File: src/rtl/inst_fetch_pkg.sv
// Shared types and encodings for the instruction-fetch stage.
//   inst_addr_t / inst_t : 32-bit instruction address and instruction words
//   NOP_INST_ENC         : addi x0,x0,0, shown on inst during bubbles
//   if_state_e           : 2-bit fetch FSM encoding
//   align4()             : clears the byte-offset bits of a fetch address
package inst_fetch_pkg;

    localparam int INST_ADDR_W = 32;
    localparam int INST_W      = 32;

    typedef logic [INST_ADDR_W-1:0] inst_addr_t;
    typedef logic [INST_W-1:0]      inst_t;

    localparam inst_t NOP_INST_ENC = 32'h0000_0013;

    typedef enum logic [1:0] {
        IF_IDLE  = 2'd0,
        IF_FETCH = 2'd1,
        IF_HOLD  = 2'd2,
        IF_DROP  = 2'd3
    } if_state_e;

    function automatic inst_addr_t align4(input inst_addr_t a);
        return a & ~inst_addr_t'(3);
    endfunction

endpackage

File: src/rtl/inst_fetch_if.sv
// Instruction-memory request/acknowledge port.
//   mem_req   : fetch request, held with mem_addr stable until mem_ack
//   mem_addr  : word-aligned fetch address
//   mem_ack   : request completes this cycle (may coincide with mem_req)
//   mem_rdata : instruction word, meaningful only while mem_ack is high
// master = fetch stage, slave = instruction memory.
interface inst_fetch_if;
    import inst_fetch_pkg::*;

    logic       mem_req;
    inst_addr_t mem_addr;
    logic       mem_ack;
    inst_t      mem_rdata;

    modport master (output mem_req, output mem_addr, input mem_ack, input mem_rdata);
    modport slave  (input mem_req, input mem_addr, output mem_ack, output mem_rdata);
endinterface

File: src/rtl/fetch_skid.sv
// One-entry pc+inst holding register used to park a fetched instruction
// while decode is stalled.
//   clk, rst_n      : clock, async active-low reset
//   load            : capture d_pc/d_inst, mark valid
//   flush           : mark empty
//   d_pc, d_inst    : entry to capture
//   q_pc, q_inst    : held entry
//   valid           : entry holds an instruction not yet handed to decode
module fetch_skid
    import inst_fetch_pkg::*;
(
    input  logic       clk,
    input  logic       rst_n,
    input  logic       load,
    input  logic       flush,
    input  inst_addr_t d_pc,
    input  inst_t      d_inst,
    output inst_addr_t q_pc,
    output inst_t      q_inst,
    output logic       valid
);

    always_ff @(posedge clk or negedge rst_n) begin
        if (!rst_n) begin
            q_pc   <= '0;
            q_inst <= '0;
            valid  <= 1'b0;
        end else if (load) begin
            q_pc   <= d_pc;
            q_inst <= d_inst;
            valid  <= 1'b1;
        end else if (flush) begin
            valid  <= 1'b0;
        end
    end

endmodule

File: src/rtl/inst_fetch.sv
// Instruction-fetch stage: PC generation, instruction-memory handshake,
// redirect squashing and a one-entry skid for decode stalls.
//   clk, rst_n         : clock, async active-low reset
//   stall              : decode cannot accept; pc/inst/inst_valid hold
//   br, br_addr        : redirect from decode, honoured when inst_valid & !stall
//   imem               : instruction-memory port (master side)
//   pc, inst           : instruction slot presented to decode
//   inst_valid         : slot holds a real instruction, not a bubble
//
// state    | meaning
// IF_IDLE  | one cycle after reset, no request
// IF_FETCH | request at fpc outstanding
// IF_HOLD  | decode stalled with a full slot; skid holds the next instruction
// IF_DROP  | finishing a squashed request at drop_addr, data discarded
module inst_fetch
    import inst_fetch_pkg::*;
#(
    parameter inst_addr_t RESET_PC = 32'h0000_0000,
    parameter inst_t      NOP_INST = NOP_INST_ENC
) (
    input  logic               clk,
    input  logic               rst_n,
    input  logic               stall,
    input  logic               br,
    input  inst_addr_t         br_addr,
    inst_fetch_if.master       imem,
    output inst_addr_t         pc,
    output inst_t              inst,
    output logic               inst_valid
);

    if_state_e  state, state_nxt;
    inst_addr_t fpc, fpc_nxt;
    inst_addr_t pc_nxt;
    inst_t      inst_nxt;
    logic       valid_nxt;
    inst_addr_t drop_addr, drop_nxt;

    logic       sk_load, sk_flush, sk_valid;
    inst_addr_t sk_pc;
    inst_t      sk_inst;

    // decode only acts on a branch it actually consumes this cycle
    logic redirect;
    assign redirect = br & inst_valid & ~stall;

    fetch_skid u_skid (
        .clk    (clk),
        .rst_n  (rst_n),
        .load   (sk_load),
        .flush  (sk_flush),
        .d_pc   (fpc),
        .d_inst (imem.mem_rdata),
        .q_pc   (sk_pc),
        .q_inst (sk_inst),
        .valid  (sk_valid)
    );

    always_ff @(posedge clk or negedge rst_n) begin
        if (!rst_n) begin
            state      <= IF_IDLE;
            fpc        <= RESET_PC;
            pc         <= RESET_PC;
            inst       <= NOP_INST;
            inst_valid <= 1'b0;
            drop_addr  <= '0;
        end else begin
            state      <= state_nxt;
            fpc        <= fpc_nxt;
            pc         <= pc_nxt;
            inst       <= inst_nxt;
            inst_valid <= valid_nxt;
            drop_addr  <= drop_nxt;
        end
    end

    always_comb begin
        state_nxt = state;
        fpc_nxt   = fpc;
        pc_nxt    = pc;
        inst_nxt  = inst;
        valid_nxt = inst_valid;
        drop_nxt  = drop_addr;
        sk_load   = 1'b0;
        sk_flush  = 1'b0;
        case (state)
            IF_IDLE: state_nxt = IF_FETCH;
            IF_FETCH: begin
                if (redirect) begin
                    fpc_nxt   = align4(br_addr);
                    inst_nxt  = NOP_INST;
                    valid_nxt = 1'b0;
                    // an unfinished wrong-path request must still complete
                    if (!imem.mem_ack) begin
                        drop_nxt  = fpc;
                        state_nxt = IF_DROP;
                    end
                end else if (imem.mem_ack && (!stall || !inst_valid)) begin
                    pc_nxt    = fpc;
                    inst_nxt  = imem.mem_rdata;
                    valid_nxt = 1'b1;
                    fpc_nxt   = fpc + 32'd4;
                end else if (imem.mem_ack) begin
                    sk_load   = 1'b1;
                    fpc_nxt   = fpc + 32'd4;
                    state_nxt = IF_HOLD;
                end else if (!stall) begin
                    inst_nxt  = NOP_INST;
                    valid_nxt = 1'b0;
                end
            end
            IF_HOLD: begin
                if (!stall) begin
                    sk_flush  = 1'b1;
                    state_nxt = IF_FETCH;
                    if (redirect) begin
                        fpc_nxt   = align4(br_addr);
                        inst_nxt  = NOP_INST;
                        valid_nxt = 1'b0;
                    end else if (sk_valid) begin
                        pc_nxt    = sk_pc;
                        inst_nxt  = sk_inst;
                        valid_nxt = 1'b1;
                    end
                end
            end
            IF_DROP: begin
                if (imem.mem_ack) state_nxt = IF_FETCH;
                if (!stall) begin
                    inst_nxt  = NOP_INST;
                    valid_nxt = 1'b0;
                end
            end
            default: state_nxt = IF_IDLE;
        endcase
    end

    always_comb begin
        imem.mem_req  = 1'b0;
        imem.mem_addr = fpc;
        case (state)
            IF_FETCH: imem.mem_req = 1'b1;
            IF_DROP: begin
                imem.mem_req  = 1'b1;
                imem.mem_addr = drop_addr;
            end
            default: imem.mem_req = 1'b0;
        endcase
    end

endmodule

File: src/flat_wrapper.sv
// flat-port wrapper written by rule: the top's interface ports become plain ports
module inst_fetch_flat import inst_fetch_pkg::*;
#(
    parameter inst_addr_t RESET_PC = 32'h0000_0000,
    parameter inst_t      NOP_INST = NOP_INST_ENC
)
  (clk, rst_n, stall, br, br_addr, pc, inst, inst_valid, imem_mem_req, imem_mem_addr, imem_mem_ack, imem_mem_rdata);
  inst_fetch_if imem_i ();
  input  logic clk;
  input  logic rst_n;
  input  logic stall;
  input  logic br;
  input  inst_addr_t br_addr;
  output inst_addr_t pc;
  output inst_t inst;
  output logic inst_valid;
  output wire logic [$bits(imem_i.mem_req)-1:0] imem_mem_req;
  output wire logic [$bits(imem_i.mem_addr)-1:0] imem_mem_addr;
  input wire logic [$bits(imem_i.mem_ack)-1:0] imem_mem_ack;
  input wire logic [$bits(imem_i.mem_rdata)-1:0] imem_mem_rdata;
  assign imem_mem_req = imem_i.mem_req;
  assign imem_mem_addr = imem_i.mem_addr;
  assign imem_i.mem_ack = imem_mem_ack;
  assign imem_i.mem_rdata = imem_mem_rdata;
  inst_fetch #(.RESET_PC(RESET_PC), .NOP_INST(NOP_INST)) u_core (.clk(clk), .rst_n(rst_n), .stall(stall), .br(br), .br_addr(br_addr), .imem(imem_i), .pc(pc), .inst(inst), .inst_valid(inst_valid));
endmodule
File: config.mk
export PLATFORM = sky130hd
export DESIGN_NAME = inst_fetch_flat
export DESIGN_NICKNAME = d
export VERILOG_FILES = /design/src/rtl/inst_fetch_pkg.sv /design/src/rtl/inst_fetch_if.sv /design/src/rtl/fetch_skid.sv /design/src/rtl/inst_fetch.sv /design/src/flat_wrapper.sv
export SDC_FILE = /design/constraint.sdc
export NUM_CORES = 1
export LEC_CHECK = 0
export CORE_ASPECT_RATIO = 0.5
export CORE_MARGIN = 4
export CORE_UTILIZATION = 30
export CTS_CLUSTER_DIAMETER = 120
export CTS_CLUSTER_SIZE = 10
export DETAILED_ROUTE_END_ITERATION = 16
export DONT_BUFFER_PORTS = 1
export PLACE_DENSITY = 0.47
export SYNTH_ARGS = -nofsm -noshare
export SYNTH_HDL_FRONTEND = slang
export SYNTH_SLANG_ARGS = --single-unit
File: constraint.sdc
create_clock -name clk -period 1.7 [get_ports clk]
set_clock_uncertainty 0.05 [all_clocks]
set_input_delay 0.34 -clock clk [delete_from_list [all_inputs] [get_ports clk]]
set_output_delay 0.34 -clock clk [all_outputs]
set_load 0.01 [all_outputs]
# == Word level (Yosys, flattened, before mapping) ==
# Cells that the tools add are included.
# classes
n_eq_ne,16
n_bitwise,4
mux,45
add_sub_neg,1
n_reduce_logical,14
# ops
cell,n
$mux W32,18
$pmux W32 S2,2
$pmux W32 S3,1
$add A32 B3 Y32 const B,1
$mux W1,16
$mux W2,6
$ne A2 B2 Y1 const B,5
$ne A3 B2 Y1 const B,3
$ne A4 B2 Y1 const B,2
$pmux W2 S4,1
$reduce_and A4 Y1,2
$reduce_and A6 Y1,1
$reduce_and A5 Y1,1
$eq A2 B2 Y1 const B,2
$ne A2 B1 Y1 const B,2
$reduce_bool A2 Y1,2
$ne A3 B3 Y1 const B,1
$pmux W1 S3,1
$reduce_and A3 Y1,1
$reduce_bool A3 Y1,1
$and A1 B1 Y1,2
$eq A2 B1 Y1 const B,1
$logic_not A1 Y1,2
$logic_not A2 Y1,1
other kinds (4),5
# word_totals
regBits,196

# == Depth between registers and ports, before layout ==
# Gate-level depths: netlist of run 1.
# logic_depth
depth_word,7
ltp_mapped,8

# == Modules after synthesis ==
# From an unflattened synthesis of run 1, not the netlist that was laid out.
# unflattened
hier_cells,773
area_unflattened_um2,9298.9
# by_module_without_submodules
module,cells_per_inst,instances,area_per_inst_um2,seq_area_each_um2
inst_fetch,635,1,6683.9,3181.8
fetch_skid,138,1,2615.0,1626.6

# == Worst setup path before layout of run 1 ==
# Ideal clock, no wire load.
# synth_path
path_kind,register -> register
startpoint,register u_core.inst_valid
endpoint,register u_core.fpc[7]
setup_time_ns,0.119
stages_incl_launch_ff,8
required_time_ns,1.531
period_less_slack_ns,1.837
slack_ns,-0.137
arrival_ns,1.668
cell_sequence,dfrtp_1 -> buf_2 -> and3b_1 -> buf_4 -> a21boi_2 -> buf_2 -> a21oi_1 -> o21a_1
# synth_between
elab_chain_len,6
# synth_rtl
item,line_no,rtl
"start, declared",inst_fetch.sv:29,output logic inst_valid
"start signal, assigned",inst_fetch.sv:72,inst_valid <= valid_nxt;
$logic_not A1 Y1,inst_fetch.sv:98,end else if (imem.mem_ack && (!stall || !inst_valid)) begin
$logic_or A1 B1 Y1,inst_fetch.sv:98,
$logic_and A1 B1 Y1,inst_fetch.sv:98,
$mux W32,inst_fetch.sv:98,
$mux W32,inst_fetch.sv:89,if (redirect) begin
$pmux W32 S2,inst_fetch.sv:86,case (state)
"end signal, assigned",inst_fetch.sv:69,fpc <= fpc_nxt;
"end, declared",inst_fetch.sv:33,"inst_addr_t fpc, fpc_nxt;"
# Several ways; a longest one is shown, not always the timed one.
# A chain may end at the register's enable or synchronous reset.

# == Final worst setup path of run 1 ==
# layout_path
startpoint,register u_core.state[0]
endpoint,output imem_mem_addr[29]
# layout_between
elab_chain_len,2
# layout_rtl
item,line_no,rtl
"start, declared",inst_fetch.sv:32,"if_state_e state, state_nxt;"
"start signal, assigned",inst_fetch.sv:68,state <= state_nxt;
$eq A2 B2 Y1,inst_fetch.sv:141,case (state)
$mux W32,inst_fetch.sv:141,
"end, declared",flat_wrapper.sv:18,output wire logic [$bits(imem_i.mem_addr)-1:0] imem_mem_addr;
# No other way between the ends.

==> results.json, run 1 <==
{
  "reg2reg_slack_ns": -0.29,
  "r2r_cells": 8,
  "antenna_found_initial": 0,
  "synth_top_area_share": 0.5186,
  "setup_ws_ns": -0.2949,
  "die_x_um": 251.9,
  "port_buffers": 0,
  "p_clk_frac": 0.175,
  "power_leakage_nw": 5.309,
  "setup.worst_path.class": "register to output port",
  "yosysWarnings": 0,
  "grt_max_degree": 189,
  "place_congestion": 0.7904,
  "grtUsageMet1": 0.2208,
  "relSlewSlack": 0.6369,
  "synthTopCellsByArea": "dfrtp_1 52%, mux2_2 15%, nand2_1 5.5%",
  "grt_pass1_wl_mm": 43.01,
  "setup_viol": 172,
  "timing.rr.end": "u_core.pc[30]",
  "violations": "negative hold slack, negative setup slack",
  "die_area_sq_um": 32740,
  "required_ns": 1.31,
  "synth_seq_cells": 188,
  "p_sw_mw": 8.272,
  "hold_buffers": 37,
  "synthFlopType": "dfrtp_1",
  "synth_top_area_cell": "dfrtp_1",
  "grt_overflow": 0,
  "die_h_um": 130.0,
  "fin_nets": 1041,
  "vias": 7109,
  "crit_fanout": 5,
  "final_core_util": 0.4251,
  "htree_levels": 4,
  "num_rows": 44,
  "combPwrFrac": 0.448,
  "grt_util_all_layers": 0.1705,
  "syn-cell-area_sq_um": 8926,
  "drv_slew": 0,
  "endpoint_kind": "output port",
  "root_buffer": "clkbuf_16",
  "r2r_start": "u_core.state[1]",
  "min_period_ns": 1.995,
  "fill_cells": 2750,
  "yosysUniqueCellTypes": 59,
  "hold_violations": 188,
  "switching_share": 0.3701,
  "path_clk_slew_ns": 0.07,
  "drt_first_pass_iters": 4,
  "ys_async_sr_fraction": 1.000,
  "crit_arrival_ns": 1.60,
  "busiest_layer": "met2",
  "grtUsageMet3": 0.04282,
  "core_sq_um": 29180,
  "grt_pass1_vias": 7238,
  "worstMarginPinSlew_ns": 0.5446,
  "hold_slack_ns": -0.4618,
  "seqPwrFrac": 0.377,
  "clockBufferDepth": 2,
  "cts_tree": "done",
  "outcome": "finished, violations left",
  "vdd_ir_drop_max_v": 0.0007595,
  "fmaxAchievable_mhz": 501.3,
  "p_per_area_nw_per_um2": 1802,
  "initialDrtViolationCount": 433,
  "pin_count": 167,
  "cp-start-kind": "register",
  "vias_per_cell": 5.170,
  "synth_edf_count": 0,
  "drive_gt1_frac": 0.3902,
  "wirelength_mm": 28.66,
  "synth_seq_area_share": 0.5275,
  "clock-sinks": 188,
  "finalCritPeriodShare": 1.173,
  "wire_per_inst_um": 20.84,
  "ant_nets": 0,
  "initial_core_util": 0.3059,
  "rsz0062_at_grt": "yes",
  "insertedDiodeCount": 0,
  "clk_latency_ns": 0.45,
  "avgSynthCellArea_sq_um": 10.56,
  "hp-class": "primary input to asynchronous set/reset pin",
  "post-route-drc-count": 0,
  "internal_power_mw": 14.08,
  "detailed_place_hpwl_mm": 17.05,
  "syn2layout_area_growth_pct": 38.95,
  "maxCapViolations": 0,
  "synth_cells": 845,
  "cts_buffers": 17,
  "grtUsageMet2": 0.2836
}
## power by group through the flow
stage | Clock (mW) | Sequential, mW | Combinational (mW)
after floorplan | 0 | 7.90 | 5.07
after global placement | 0 | 8.31 | 7.18
after detailed placement | 0 | 8.39 | 7.31
after CTS | 4.03 | 8.33 | 9.15
after global routing | 4.23 | 8.69 | 10.8
final | 3.91 | 8.43 | 10.0
## cell usage after synthesis, types with 3 or more instances
cell type and count:
o21a_1 5, nand4_1 9, mux2_2 121, nand2_1 130, clkbuf_1 33, nor2_1 56, o21ai_0 51, and4_1 4
and3_1 6, a31oi_1 41, a2bb2oi_1 3, o22ai_1 14, dfstp_2 3, nand3_1 13, nor3_1 6, a22o_1 3
buf_6 3, nor2b_1 3, dfrtp_1 185, a21oi_1 34, buf_4 6, a22oi_1 30, buf_2 36, o211a_1 3
o22a_1 7
## per-layer routing
layer / part of all wire / up-vias
li1: - / 3276
met1: 0.45 / 3663
met2: 0.49 / 137
met3: 0.040 / 33
met4: 0.025 / 0
met5: 0 / -
## cells in the final DEF (no fill, tap or decap), types with 3 or more instances in the layout
cell type	instances
dfstp_2	3
mux2_4	32
and3_1	6
mux2_2	89
buf_6	15
dfrtp_1	178
buf_12	21
nand3_1	11
conb_1	4
nor2_4	15
buf_4	81
o21ai_2	10
inv_6	4
o21ai_0	27
o21a_1	5
buf_16	14
o211a_1	3
clkinv_2	3
nor2_1	32
a21oi_1	27
clkbuf_16	24
buf_8	8
o22ai_1	12
dfrtp_2	7
o21ai_1	14
a22oi_1	30
nand2_1	125
a21oi_2	5
clkinvlp_4	3
o22a_1	7
dlygate4sd3_1	37
nand2_2	4
and4_1	4
a31oi_1	40
a22o_1	3
nor3_2	4
nor2_2	9
nand4_1	9
## worst max-delay path, cell delays in order, from the launching register on
cell	delay (ns)
dfrtp_2	0.43
nand2_4	0.11
buf_4	0.14
buf_16	0.13
mux2_4	0.34
## what timing repair did
action / in CTS / in global routing
resized for setup: 95 / 101
pin swaps: 9 / 16
hold endpoints to repair: 228 / 188
gates cloned: 15 / 7
setup endpoints to repair: 182 / 187
setup buffers: 23 / 10
## cell families after synthesis
| family | count (synthesis) | synth area share |
|---|---|---|
| fa+ha+maj | 1 | 0.001402 |
| compound gates | 207 | 0.1493 |
| mux | 123 | 0.1549 |
| flops | 188 | 0.5275 |
| buf+inv | 82 | 0.04471 |
| other cells | 1 | 0.0004201 |
| xor+xnor | 1 | 0.0009814 |
| simple gates | 242 | 0.1208 |
## flip-flops by register name, indices dropped and copies added (netlist names)
| register | flops |
|---|---|
| u_core.drop_addr | 30 |
| u_core.fpc | 30 |
| u_core.inst | 32 |
| u_core.inst_valid | 1 |
| u_core.pc | 30 |
| u_core.state | 2 |
| u_core.u_skid.q_inst | 32 |
| u_core.u_skid.q_pc | 30 |
| u_core.u_skid.valid | 1 |
## through the flow
step	TNS [ns]	cells	power (mW)	worst slack, ns	area (sq um)
CTS	-35.46	1363	21.51	-0.3189	11900
finish	-31.30	1375	22.35	-0.2949	12400
global placement	-9.424	1256	15.48	-0.1443	9997
floorplan	-0.06138	848	12.97	-0.03026	9014
global route	-43.21	1375	23.71	-0.3517	12400
detailed placement	-14.99	1256	15.70	-0.1798	9997
## final cells by class
class,instances,area (sq um),share of cell area
sequential,188,4717,0.3803
multi-input combinational,578,4350,0.3508
timing repair buffer,184,2281,0.1839
tap,391,489.2,0.03944
clock buffer,20,446.7,0.03601
clock inverter,12,111.4,0.008978
inverter,2,7.507,0.0006053
## worst max-delay path by stage
| stage | startpoint | end | slack [ns] | depth (start not counted) |
|---|---|---|---|---|
| 2_1_floorplan | u_core.inst_valid | u_core.fpc[7] | -0.03 | 7 |
| 3_3_place_gp | u_core.state[0] | u_core.pc[28] | -0.14 | 6 |
| 3_5_place_dp | u_core.state[0] | u_core.pc[25] | -0.18 | 6 |
| 4_1_cts | u_core.state[1] | imem_mem_addr[25] | -0.32 | 4 |
| 5_1_grt | u_core.state[0] | imem_mem_addr[29] | -0.35 | 4 |
| 6_report | u_core.state[0] | imem_mem_addr[29] | -0.29 | 4 |
No activity file was read; power rests on OpenSTA's default activity.
==> run 2: changes to the inputs <==
--- a/config.mk
+++ b/config.mk
@@ -7,12 +7,13 @@
 export LEC_CHECK = 0
 export CORE_ASPECT_RATIO = 0.5
 export CORE_MARGIN = 4
-export CORE_UTILIZATION = 30
+export CORE_UTILIZATION = 58
 export CTS_CLUSTER_DIAMETER = 120
 export CTS_CLUSTER_SIZE = 10
 export DETAILED_ROUTE_END_ITERATION = 16
 export DONT_BUFFER_PORTS = 1
-export PLACE_DENSITY = 0.47
+export PLACE_DENSITY = 0.78
 export SYNTH_ARGS = -nofsm -noshare
 export SYNTH_HDL_FRONTEND = slang
+export SYNTH_HIERARCHICAL = 1
 export SYNTH_SLANG_ARGS = --single-unit
==> results.json, run 2 <==
{
  "clock-sinks": 192,
  "fin_nets": 1009,
  "synthFlopType": "dfrtp_1",
  "cp-start-kind": "register",
  "synth_cells": 773,
  "wirelength_mm": 37.15,
  "wire_per_inst_um": 32.28,
  "antenna_found_initial": 0,
  "post-route-drc-count": 0,
  "syn2layout_area_growth_pct": 47.23,
  "drt_first_pass_iters": 7,
  "cp.depth": 6,
  "num_rows": 32,
  "clockBufferDepth": 2,
  "grt_overflow": 0,
  "final_common_cell": "dfrtp_1",
  "drv_slew": 0,
  "required_ns": 1.98,
  "syn-cell-area_sq_um": 9299,
  "die_area_sq_um": 18250,
  "rsz0062_at_grt": "yes",
  "max_stage_delay_ns": 0.43,
  "place_ws_ns": -0.2551,
  "crit_arrival_ns": 2.60,
  "setup.worst_path.class": "register to register",
  "place_congestion": 0.8756,
  "cp_cell_sequence": "ha_1 -> and4_4 -> nand4_4 -> nor3_1 -> a211oi_1 -> nor3_1",
  "fin_tns_setup_ns": -80.10,
  "yosysUniqueCellTypes": 66,
  "grt_util_all_layers": 0.3017,
  "synth_top_area_share": 0.5086,
  "fin_area_sq_um": 13690,
  "hp-class": "primary input to asynchronous set/reset pin",
  "vias_per_cell": 7.148,
  "min_period_ns": 2.321,
  "outcome": "finished, violations left",
  "crit_buf_inv": 0,
  "die_x_um": 187.1,
  "fill_cells": 568,
  "setup_viol": 223,
  "crit_fanout": 7,
  "crit_family": "simple AND/OR/NAND/NOR gates",
  "crit_slowest_cell": "dfrtp_1",
  "r2r_cells": 6,
  "avgSynthCellArea_sq_um": 12.03,
  "p_clk_frac": 0.128,
  "grt_max_degree": 193,
  "combPwrFrac": 0.585,
  "crit_top_cell": "nor3_1",
  "vdd_ir_drop_max_v": 0.001272,
  "p_per_area_nw_per_um2": 2283,
  "path_clk_slew_ns": 0.08,
  "yosysWarnings": 6,
  "power_leakage_nw": 5.901,
  "synth_common_cells": "189 x dfrtp_1, 61 x mux2_2, 59 x nand2_1, 49 x mux2_4, 36 x o21ai_1",
  "placed_area_sq_um": 10170,
  "grt_pass1_vias": 7584,
  "detailed_place_hpwl_mm": 15.28,
  "core_sq_um": 15530,
  "root_buffer": "clkbuf_16",
  "hold_slack_ns": -0.4632,
  "maxCapViolations": 0,
  "synth_seq_area_share": 0.5171,
  "grt_pass1_wl_mm": 43.58,
  "port_buffers": 0,
  "fmaxAchievable_mhz": 430.8,
  "synth_seq_cells": 192,
  "vias": 8227,
  "ys_async_sr_fraction": 1.000,
  "finalCritPeriodShare": 1.366,
  "insertedDiodeCount": 0,
  "htree_levels": 4,
  "ant_nets": 0,
  "initialDrtViolationCount": 1117,
  "endpoint_kind": "register",
  "internal_power_mw": 17.96,
  "violations": "negative hold slack, negative setup slack",
  "cts_buffers": 17,
  "mostFrequentLayoutCells": "187 x dfrtp_1, 119 x mux2_4, 83 x buf_4",
  "setup_ws_ns": -0.6214,
  "drive_gt1_frac": 0.5396,
  "switching_share": 0.4253,
  "clk_latency_ns": 0.45,
  "final_core_util": 0.8813,
  "synthMostInstantiatedCell": "dfrtp_1",
  "synthTopCellsByArea": "dfrtp_1 51%, mux2_4 7.9%, mux2_2 7.4%",
  "synth_edf_count": 0,
  "die_h_um": 97.54,
  "initial_core_util": 0.5986,
  "pin_count": 167,
  "synth_top_area_cell": "dfrtp_1",
  "p_sw_mw": 13.29,
  "seqPwrFrac": 0.287,
  "hold_violations": 193,
  "cts_tree": "done"
}
run 2: layer usage:
| metal | part of all wire | GRT usage |
|---|---|---|
| met5 | 0 | 0 |
| met4 | 0.053 | 0.07836 |
| met3 | 0.12 | 0.08722 |
| met2 | 0.45 | 0.4897 |
| met1 | 0.37 | 0.4022 |
run 2: logic make-up after synthesis:
kind of cell             count (synthesis)  share of synthesized area
AND/OR/NAND/NOR                        174                     0.1015
other                                    1                  0.0004033
adder cells (fa/ha/maj)                  5                   0.006728
flip-flops                             192                     0.5171
AO/OA/AOI/OAI                          180                     0.1333
multiplexers                           154                     0.2020
buffers and inverters                   67                    0.03902
run 2: power groups by stage:
stage,registers (mW),clock network (mW),logic [mW]
finish,8.96,4.01,18.3
global route,9.10,4.23,18.7
CTS,8.36,3.95,12.3
detailed placement,8.40,0,10.0
global placement,8.26,0,9.67
floorplan,8.11,0,6.86
run 2: per-stage QoR:
stage	hold slack, ns	total power, mW	instances
floorplan	-0.005591	14.97	776
global placement	0.0009968	17.93	1017
detailed placement	0.001038	18.41	1017
CTS	-0.4627	24.57	1118
finish	-0.4632	31.25	1151
global route	-0.4814	32.05	1151
run 2: final cells by class:
| type | instances | area [sq um] | share of cell area |
|---|---|---|---|
| clock buffers | 20 | 446.7 | 0.03263 |
| clock inverters | 11 | 108.9 | 0.007951 |
| inverters | 8 | 40.04 | 0.002925 |
| multi-input cells | 518 | 5674 | 0.4145 |
| flip-flops and latches | 192 | 4811 | 0.3514 |
| well taps | 204 | 255.2 | 0.01864 |
| repair buffers | 198 | 2355 | 0.1720 |
run 2: worst paths after layout:
path | start | endpoint | slack (ns)
min in group clk | stall | u_core/state[1] | -0.01
min | rst_n | u_core/pc[23] | -0.46
max reg2reg | u_core/fpc[3] | u_core/fpc[28] | -0.62
max | u_core/fpc[3] | u_core/fpc[28] | -0.62
min reg2reg | u_core/drop_addr[14] | u_core/drop_addr[14] | 0.46
max in group asynchronous | rst_n | u_core/inst[1] | 1.66
run 2: timing repair:
action / 4_1_cts / 5_1_grt
resized for setup: 99 / 289
hold endpoints to repair: 222 / 196
endpoints found under the setup margin: 222 / 223
setup buffers: 29 / 26
hold buffers: 29 / 4
pin swaps: 17 / 70
gates cloned: 12 / 13
run 2: worst register-to-register path, delay by kind of cell, from the launching register on:
family          cells  cell delay, ns
compound gates      1            0.17
simple gates        4            1.29
fa+ha+maj           1            0.27
flops               1            0.43
==> run 3: changes to the inputs <==
--- a/config.mk
+++ b/config.mk
@@ -13,6 +13,8 @@
 export DETAILED_ROUTE_END_ITERATION = 16
 export DONT_BUFFER_PORTS = 1
 export PLACE_DENSITY = 0.78
+export RECOVER_POWER = 100
+export SETUP_SLACK_MARGIN = 0.05
 export SYNTH_ARGS = -nofsm -noshare
 export SYNTH_HDL_FRONTEND = slang
 export SYNTH_HIERARCHICAL = 1
==> results.json, run 3 (synthesis results as in run 2) <==
{
  "power_leakage_nw": 5.746,
  "core_sq_um": 15530,
  "timing.rr.end": "u_core/fpc[28]",
  "port_buffers": 0,
  "mostFrequentLayoutCells": "187 x dfrtp_1, 98 x mux2_4, 78 x buf_4",
  "required_ns": 1.95,
  "drive_gt1_frac": 0.5085,
  "final_core_util": 0.8683,
  "rsz0062_at_grt": "yes",
  "maxCapViolations": 0,
  "fmaxAchievable_mhz": 434.0,
  "die_area_sq_um": 18250,
  "clockBufferDepth": 2,
  "multi_input_area_sq_um": 5353,
  "initialDrtViolationCount": 1131,
  "drt_first_pass_iters": 6,
  "setup_viol": 223,
  "vias_per_cell": 7.414,
  "reg2reg_slack_ns": -0.60,
  "hold_violations": 192,
  "r2r_cells": 6,
  "final_common_cell": "dfrtp_1",
  "endpoint_kind": "register",
  "met1_length_mm": 13.83,
  "grt_overflow": 0,
  "wl_met3_mm": 5.251,
  "clock-sinks": 192,
  "num_rows": 32,
  "setup.worst_path.class": "register to register",
  "ant_nets": 0,
  "crit_arrival_ns": 2.55,
  "pin_count": 167,
  "antenna_found_initial": 0,
  "place_congestion": 0.8858,
  "violations": "negative hold slack, negative setup slack",
  "grt_util_all_layers": 0.3338,
  "worstMarginPinSlew_ns": 0.7451,
  "path_clk_slew_ns": 0.09,
  "r2r_start": "u_core/fpc[2]",
  "drv_slew": 0,
  "cp-start-kind": "register",
  "clk_latency_ns": 0.45,
  "die_x_um": 187.1,
  "p_per_area_nw_per_um2": 2286,
  "vdd_ir_drop_max_v": 0.001122,
  "ff_latch_area_sq_um": 4811,
  "fin_nets": 1007,
  "wirelength_mm": 38.66,
  "fill_cells": 595,
  "syn2layout_area_growth_pct": 45.06,
  "dr_wl_met2_mm": 16.82,
  "initial_core_util": 0.5986,
  "cts_tree": "done",
  "top_layer": "met4",
  "post-route-drc-count": 0,
  "min_period_ns": 2.304,
  "outcome": "finished, violations left",
  "power_mw": 30.84,
  "hp-class": "primary input to asynchronous set/reset pin",
  "detailed_place_hpwl_mm": 15.42,
  "relSlewSlack": 0.5003,
  "die_h_um": 97.54,
  "grt_pass1_wl_mm": 47.94,
  "htree_levels": 4,
  "cts_buffers": 17,
  "hold_slack_ns": -0.4525,
  "crit_fanout": 8,
  "setup_ws_ns": -0.6040,
  "grt_pass1_vias": 8015,
  "wire_per_inst_um": 33.62,
  "finalCritPeriodShare": 1.355,
  "grt_max_degree": 193,
  "vias": 8526,
  "insertedDiodeCount": 0,
  "root_buffer": "clkbuf_16"
}
## run 3: cell types whose count changed in the layout (fill, tap and decap cells not counted), sizes merged
| cell | delta |
|---|---|
| buf | -4 |
| nand2b | +3 |
| clkbuf | +2 |
| clkinv | +1 |
| dlygate4sd3 | -4 |
| clkinvlp | -3 |
| bufbuf | +1 |
| bufinv | +3 |
## run 3: final cells by class
cell class | count | area share
clock inverters | 12 | 0.01345
repair buffers | 193 | 0.1786
inverters | 8 | 0.002412
multi-input cells | 521 | 0.3968
flip-flops and latches | 192 | 0.3566
clock buffers | 20 | 0.03311
well taps | 204 | 0.01892
## run 3: stage by stage
stage	TNS (ns)	cell area [sq um]	cells	setup WS (ns)
final	-82.46	13490	1150	-0.6040
after CTS	-39.44	12280	1106	-0.3222
after floorplan	-2.877	9537	776	-0.1626
after detailed placement	-20.35	10150	1004	-0.2317
after global routing	-84.73	13490	1150	-0.6574
after global placement	-12.89	10150	1004	-0.1691
## run 3: how the worst max path moves through the flow
stage | from | endpoint | cells after the start
6_report | u_core/fpc[2] | u_core/fpc[28] | 6
5_1_grt | u_core/state[0] | u_core/fpc[28] | 8
4_1_cts | u_core/state[1] | imem_mem_addr[21] | 3
3_5_place_dp | u_core/state[1] | u_core/inst[16] | 7
3_3_place_gp | u_core/state[1] | u_core/drop_addr[13] | 6
2_1_floorplan | u_core/state[1] | u_core/inst[10] | 9
## run 3: layer usage
| metal | vias up | global-route usage |
|---|---|---|
| met5 | - | 0 |
| li1 | 3186 | - |
| met2 | 837 | 0.5374 |
| met3 | 282 | 0.1005 |
| met1 | 4221 | 0.4210 |
| met4 | 0 | 0.1471 |
## run 3: repair_timing
action	4_1_cts	5_1_grt
endpoints found under the setup margin	222	223
pin swaps	33	34
hold endpoints to repair	211	203
gates cloned	17	15
hold buffers	19	10
setup buffers	35	26
gates resized for setup	148	150
## run 3: power breakdown
part	internal [mW]	leakage (nW)	total (mW)	switching, mW
Sequential	6.69	2.34	8.86	2.17
Clock	2.52	0.305	4.44	1.91
Combinational	8.77	3.10	17.5	8.77
## run 3: critical path, cell delays in order (launching register included)
cell and delay (ns):
dfrtp_1 0.43, ha_1 0.29, and4_4 0.21, nand4_4 0.26, nor3_4 0.09, a211oi_1 0.67
nor3_1 0.15
